===== config.mk =====
export PLATFORM = sky130hd
export DESIGN_NAME = sdram_burst_writer
export DESIGN_NICKNAME = d
export VERILOG_FILES = /design/src/rtl/sdram_burst_writer.sv
export SDC_FILE = /design/constraint.sdc
export NUM_CORES = 1
export LEC_CHECK = 0
export ABC_CLOCK_PERIOD_IN_PS = 6100
export CORE_AREA = 2 2 268 270
export CTS_BUF_LIST = sky130_fd_sc_hd__clkbuf_2
export CTS_CLUSTER_DIAMETER = 120
export DETAILED_ROUTE_END_ITERATION = 8
export DIE_AREA = 0 0 270 272
export GPL_TIMING_DRIVEN = 0
export PLACE_DENSITY = 0.44
export SETUP_SLACK_MARGIN = 0.5
export SLEW_MARGIN = 40
export SYNTH_ARGS = -nofsm -noshare
export SYNTH_HDL_FRONTEND = slang
export SYNTH_SLANG_ARGS = --single-unit

===== constraint.sdc =====
create_clock -name sdram_clk -period 6.1 [get_ports sdram_clk]
set_input_delay 1.22 -clock sdram_clk [delete_from_list [all_inputs] [get_ports sdram_clk]]
set_output_delay 1.22 -clock sdram_clk [all_outputs]
set_load 0.05 [all_outputs]

===== src/rtl/sdram_burst_writer.sv =====
// Avalon-MM burst writer: drains a show-ahead FIFO into an SDRAM word window,
// with one-shot or circular addressing and a drain-on-terminate stop.
module sdram_burst_writer #(
  parameter int DATA_W    = 256,
  parameter int ADDR_W    = 27,
  parameter int BURST_MAX = 8,
  parameter int BC_W      = 8,
  parameter int LEVEL_W   = 9
) (
  input  logic                sdram_clk,
  input  logic                rst_sdram,
  input  logic                fill_launch,
  input  logic                fill_terminate,
  input  logic                fill_circular,
  input  logic [ADDR_W-1:0]   fill_addr_start,
  input  logic [ADDR_W-1:0]   fill_addr_end,
  output logic                fill_running,
  output logic                fill_wrapped,
  output logic [ADDR_W-1:0]   fill_last_addr,
  input  logic [DATA_W-1:0]   fifo_q,
  input  logic [LEVEL_W-1:0]  fifo_usedw,
  output logic                fifo_rdreq,
  output logic [ADDR_W-1:0]   sdram_address,
  output logic [BC_W-1:0]     sdram_burstcount,
  input  logic                sdram_waitrequest,
  output logic                sdram_write,
  output logic [DATA_W-1:0]   sdram_writedata,
  output logic                sdram_read,
  output logic [DATA_W/8-1:0] sdram_byteenable
);

  // Common width for comparing remaining window space against the FIFO level.
  localparam int CW1 = (ADDR_W + 1 > LEVEL_W) ? ADDR_W + 1 : LEVEL_W;
  localparam int CW  = (CW1 > BC_W) ? CW1 : BC_W;

  typedef enum logic [1:0] {IDLE, PLAN, BURST} state_t;

  state_t              state, state_next;
  logic [ADDR_W-1:0]   start_r, end_r, addr;
  logic                circ_r, term_r;
  logic [BC_W-1:0]     beat_cnt, len;
  logic                issue, accept, last_beat, at_end;
  logic [ADDR_W:0]     rem;
  logic [CW-1:0]       rem_x, want, level;
  logic [ADDR_W-1:0]   beat_addr;

  assign sdram_writedata  = fifo_q;
  assign sdram_read       = 1'b0;
  assign sdram_byteenable = '1;

  always_ff @(posedge sdram_clk) begin
    if (rst_sdram) state <= IDLE;
    else           state <= state_next;
  end

  always_comb begin
    rem        = {1'b0, end_r} - {1'b0, addr} + (ADDR_W + 1)'(1);
    rem_x      = CW'(rem);
    want       = (rem_x < CW'(BURST_MAX)) ? rem_x : CW'(BURST_MAX);
    level      = CW'(fifo_usedw);
    accept     = sdram_write && !sdram_waitrequest;
    last_beat  = accept && (beat_cnt == sdram_burstcount - BC_W'(1));
    beat_addr  = sdram_address + ADDR_W'(beat_cnt);
    at_end     = (beat_addr == end_r);
    fifo_rdreq = accept;
    state_next = state;
    issue      = 1'b0;
    len        = '0;
    case (state)
      IDLE: if (fill_launch) state_next = PLAN;
      PLAN: begin
        // A short burst is only allowed once terminate has been latched.
        if (level >= want) begin
          issue = 1'b1;
          len   = BC_W'(want);
        end else if (term_r && level != '0) begin
          issue = 1'b1;
          len   = BC_W'(level);
        end else if (term_r) begin
          state_next = IDLE;
        end
        if (issue) state_next = BURST;
      end
      BURST: if (last_beat) state_next = (at_end && !circ_r) ? IDLE : PLAN;
      default: state_next = IDLE;
    endcase
  end

  always_ff @(posedge sdram_clk) begin
    if (rst_sdram) begin
      start_r          <= '0;
      end_r            <= '0;
      addr             <= '0;
      circ_r           <= 1'b0;
      term_r           <= 1'b0;
      beat_cnt         <= '0;
      sdram_address    <= '0;
      sdram_burstcount <= '0;
      sdram_write      <= 1'b0;
      fill_running     <= 1'b0;
      fill_wrapped     <= 1'b0;
      fill_last_addr   <= '0;
    end else begin
      fill_running <= (state_next != IDLE);
      if (state != IDLE && fill_terminate) term_r <= 1'b1;
      case (state)
        IDLE: if (fill_launch) begin
          start_r      <= fill_addr_start;
          end_r        <= fill_addr_end;
          circ_r       <= fill_circular;
          addr         <= fill_addr_start;
          fill_wrapped <= 1'b0;
          term_r       <= 1'b0;
        end
        PLAN: if (issue) begin
          sdram_address    <= addr;
          sdram_burstcount <= len;
          beat_cnt         <= '0;
          sdram_write      <= 1'b1;
        end
        BURST: if (accept) begin
          beat_cnt       <= beat_cnt + BC_W'(1);
          fill_last_addr <= beat_addr;
          if (last_beat) begin
            sdram_write <= 1'b0;
            // Bursts never straddle the window end, so a wrap restarts at start.
            if (at_end) begin
              if (circ_r) begin
                addr         <= start_r;
                fill_wrapped <= 1'b1;
              end
            end else begin
              addr <= addr + ADDR_W'(sdram_burstcount);
            end
          end
        end
        default: ;
      endcase
    end
  end

endmodule


==> flow_summary.json <==
{
  "power_mw": 3.68,
  "r2r_slack_ns": 0.66,
  "cellLeakagePower_nw": 7.36,
  "clk_pin_slew_worst_paths_ns": 0.30,
  "synth_top_area_share": 0.242,
  "io_buffers": 389,
  "viasPerCell": 4.28,
  "async_reset_ff_frac": 0,
  "cts.sinks": 158,
  "synth-edff-count": 0,
  "hold_viol_final": 0,
  "reg2reg_from": "addr[10]$_SDFFE_PP0P_",
  "netlist_instances": 1712,
  "cts_tree": "done",
  "cts_hold_buf": 0,
  "antenna_found_initial": 7,
  "synth-simple-area-share": 0.189,
  "drt-wirelength-per-cell_um": 18.1,
  "clock_skew_ns": 0.0585,
  "synth_top_family_by_area": "buffers and inverters",
  "hp-start": "fill_last_addr[6]$_SDFFE_PP0P_",
  "synth_adder_area_share": 0.0812,
  "dr_total_vias": 13400,
  "maxSlewHeadroom": 0.413,
  "synth.avg_cell_area_um2": 7.64,
  "drt-pass1-iter-count": 5,
  "start_kind": "flip-flop",
  "grt_util_all_layers": 0.147,
  "fillers": 7725,
  "maxSlewViolCount": 0,
  "hold_path_depth": 2,
  "period_share": 0.891,
  "rsz0062_at_grt": "false",
  "fmax_ghz": 0.184,
  "cts_max_level": 4,
  "required_ns": 6.92,
  "final_cells": 3136,
  "dpl_cell_area_um2": 18300,
  "worst-path-buf-inv": 3,
  "cp_slowest_cell": "or4b_2",
  "core-area_um2": 70800,
  "cellPowerDensity_nw_per_um2": 193,
  "multiInputGateArea_um2": 7560,
  "end_kind": "flip-flop",
  "ys_warn_count": 0,
  "drtIter0Drc": 762,
  "grt_pass1_vias": 13000,
  "dp_cells": 3087,
  "cp_max_fo": 10,
  "r2r-end": "sdram_address[25]$_SDFFE_PP0P_",
  "place_congestion": 0.860,
  "clock_path_buffers": 2,
  "synth_xor_area_frac": 0.0608,
  "synth_seq_area_share": 0.242,
  "io_pins": 680,
  "synth.area.top_cells": "dfxtp_1 24%, buf_4 17%, nand2_1 7.7%",
  "setup_violations": 0,
  "initial_core_util": 0.185,
  "die_height_um": 272,
  "nets": 2579,
  "grt_pass1_wl_mm": 82.0,
  "synth.distinct_cells": 82,
  "dp_hpwl_mm": 48.0,
  "hold-path-endpoint": "fill_last_addr[6]$_SDFFE_PP0P_",
  "ff_latch_area_um2": 3230,
  "netlist_area_um2": 13100,
  "cp.arrival_ns": 6.26,
  "synth_compound_area_frac": 0.211,
  "hp-class": "reg2reg",
  "clk_latency_ns": 0.91,
  "netlist.top_cell.by_area": "dfxtp_1",
  "cp_slowest_stage_delay_ns": 0.66,
  "final_common_cell": "clkdlybuf4s50_1",
  "layout_common_cells": "389 x clkdlybuf4s50_1, 308 x buf_4, 268 x nand2_1",
  "drive_gt1_frac": 0.220,
  "grt_remaining_overflow": 0,
  "numCtsBuffers": 17,
  "drc": 0,
  "cap_violations": 0,
  "ant_nets": 0,
  "critical_path.top_delay_family": "compound AO/OA/AOI/OAI gates",
  "synth_ff_type": "dfxtp_1",
  "fin_area_um2": 19100,
  "fin_hold_ws_ns": 0.470,
  "reg2regPathDepth": 22,
  "min_period_ns": 5.44,
  "ys_seq_elements": 158,
  "synth_mux_area_frac": 0.00479,
  "fp.dieW_um": 270,
  "cp_cell_sequence": "inv_1, ha_1, ha_1, o311a_4, o21ai_2, a21oi_1, or4b_2, a21oi_2, and4b_2, and3_4, ha_1, nand2b_1, a21o_1, a21o_1, a21oi_2, o21ai_2, o22ai_2, a21o_1, buf_8, clkbuf_4, nand2_1, a21oi_1",
  "ir_drop_mv": 0.120,
  "utilization": 0.270,
  "die_area_um2": 73400,
  "outcome": "complete, no violations",
  "grt_max_degree": 17,
  "tightest_slew_ns": 0.858,
  "area_growth_syn_to_layout_pct": 46.1,
  "wirelength_mm": 56.8,
  "rows": 98,
  "worst-setup-path-type": "reg2reg",
  "cts_root_buffer": "clkbuf_2"
}
[worst max-delay path by stage]
stage                          startpoint                        endpoint  cells past startpoint
floorplan            addr[8]$_SDFFE_PP0P_  sdram_address[20]$_SDFFE_PP0P_                     25
global placement     addr[8]$_SDFFE_PP0P_  sdram_address[21]$_SDFFE_PP0P_                     26
detailed placement   addr[8]$_SDFFE_PP0P_  sdram_address[24]$_SDFFE_PP0P_                     26
CTS                  addr[8]$_SDFFE_PP0P_  sdram_address[25]$_SDFFE_PP0P_                     26
global route        end_r[1]$_SDFFE_PP0P_        beat_cnt[6]$_SDFFE_PP0P_                     26
finish              addr[10]$_SDFFE_PP0P_  sdram_address[25]$_SDFFE_PP0P_                     22
[cells by family (layout without fill, tap and decap cells)]
group                    Yosys count  in the layout
AND/OR/NAND/NOR                  533            533
buffers and inverters            434            870
AO/OA/AOI/OAI                    410            410
flip-flops                       158            158
XOR/XNOR                          86             86
adder cells (fa/ha/maj)           83             83
multiplexers                       6              6
other                              2             40
[final cells by class]
type,count,area share
antenna,2,0.000262
buffer,385,0.139
clock buffer,18,0.00472
clock inverter,14,0.00950
inverter,49,0.00976
multi-input combinational,1156,0.396
sequential,158,0.169
tap,950,0.0622
timing repair buffer,404,0.210
[state kept, by name, indices dropped and copies added, names as in the netlist]
| name | cells |
|---|---|
| fill_last_addr | 27 |
| beat_cnt | 8 |
| fill_wrapped | 1 |
| sdram_write | 1 |
| addr | 27 |
| fill_running | 1 |
| circ_r | 1 |
| sdram_burstcount | 8 |
| term_r | 1 |
| end_r | 27 |
| state | 2 |
| start_r | 27 |
| sdram_address | 27 |
[timing repair]
item | 4_1_cts | 5_1_grt
buffers inserted | 8 | 7
pin swaps | 6 | 19
resized for setup | 77 | 66
setup endpoints to repair | 47 | 46
[metal layers]
metal / vias to the layer above / track usage / share of wire
met4: 10 / 0.0379 / 0.018
met3: 55 / 0.0334 / 0.063
li1: 6578 / - / -
met2: 501 / 0.257 / 0.49
met5: - / 0 / 0.0010
met1: 6282 / 0.182 / 0.43
[worst reg2reg max path, cell delays in order (launching register included)]
cell      delay [ns]
dfxtp_4         0.44
inv_1           0.17
ha_1            0.27
ha_1            0.40
o311a_4         0.42
o21ai_2         0.14
a21oi_1         0.11
or4b_2          0.66
a21oi_2         0.15
and4b_2         0.35
and3_4          0.21
ha_1            0.21
nand2b_1        0.14
a21o_1          0.18
a21o_1          0.18
a21oi_2         0.15
o21ai_2         0.08
o22ai_2         0.22
a21o_1          0.24
buf_8           0.16
clkbuf_4        0.26
nand2_1         0.09
a21oi_1         0.15
[synthesized netlist by cell type, types with 8 or more instances]
library cell    n
ha_1           80
a31oi_1        17
nand4_1        20
nor3_1         41
a21o_1         23
a311oi_2       11
o211ai_1       15
o21ai_0        33
nand3_1        33
inv_1          48
xor2_1         24
nor2b_1        10
xnor2_1        59
clkbuf_1       80
o21a_1         12
nor4_1          9
nand3b_1       10
nand2_1       268
a311oi_1       10
buf_4         293
nand2b_1       11
and2_1         10
a211oi_1       31
a21oi_1       178
dfxtp_1       158
nor2_1         72
and3_1         11
o2111ai_1      13
or3_1           8
[stage by stage]
step / setup TNS (ns) / worst slack [ns]
floorplan: 0 / 0.623
global placement: -52.45 / -1.54
detailed placement: -50.30 / -1.53
CTS: 0 / 0.495
global route: 0 / 0.481
finish: 0 / 0.664
[power breakdown]
group	leakage, nW	internal, mW	total, mW	switching, mW
registers	1.30	1.10	1.19	0.0931
clock network	0.142	0.237	0.683	0.446
logic	5.91	0.716	1.81	1.09
total	7.36	2.05	3.68	1.63
Power figures use the tool's default switching activity.
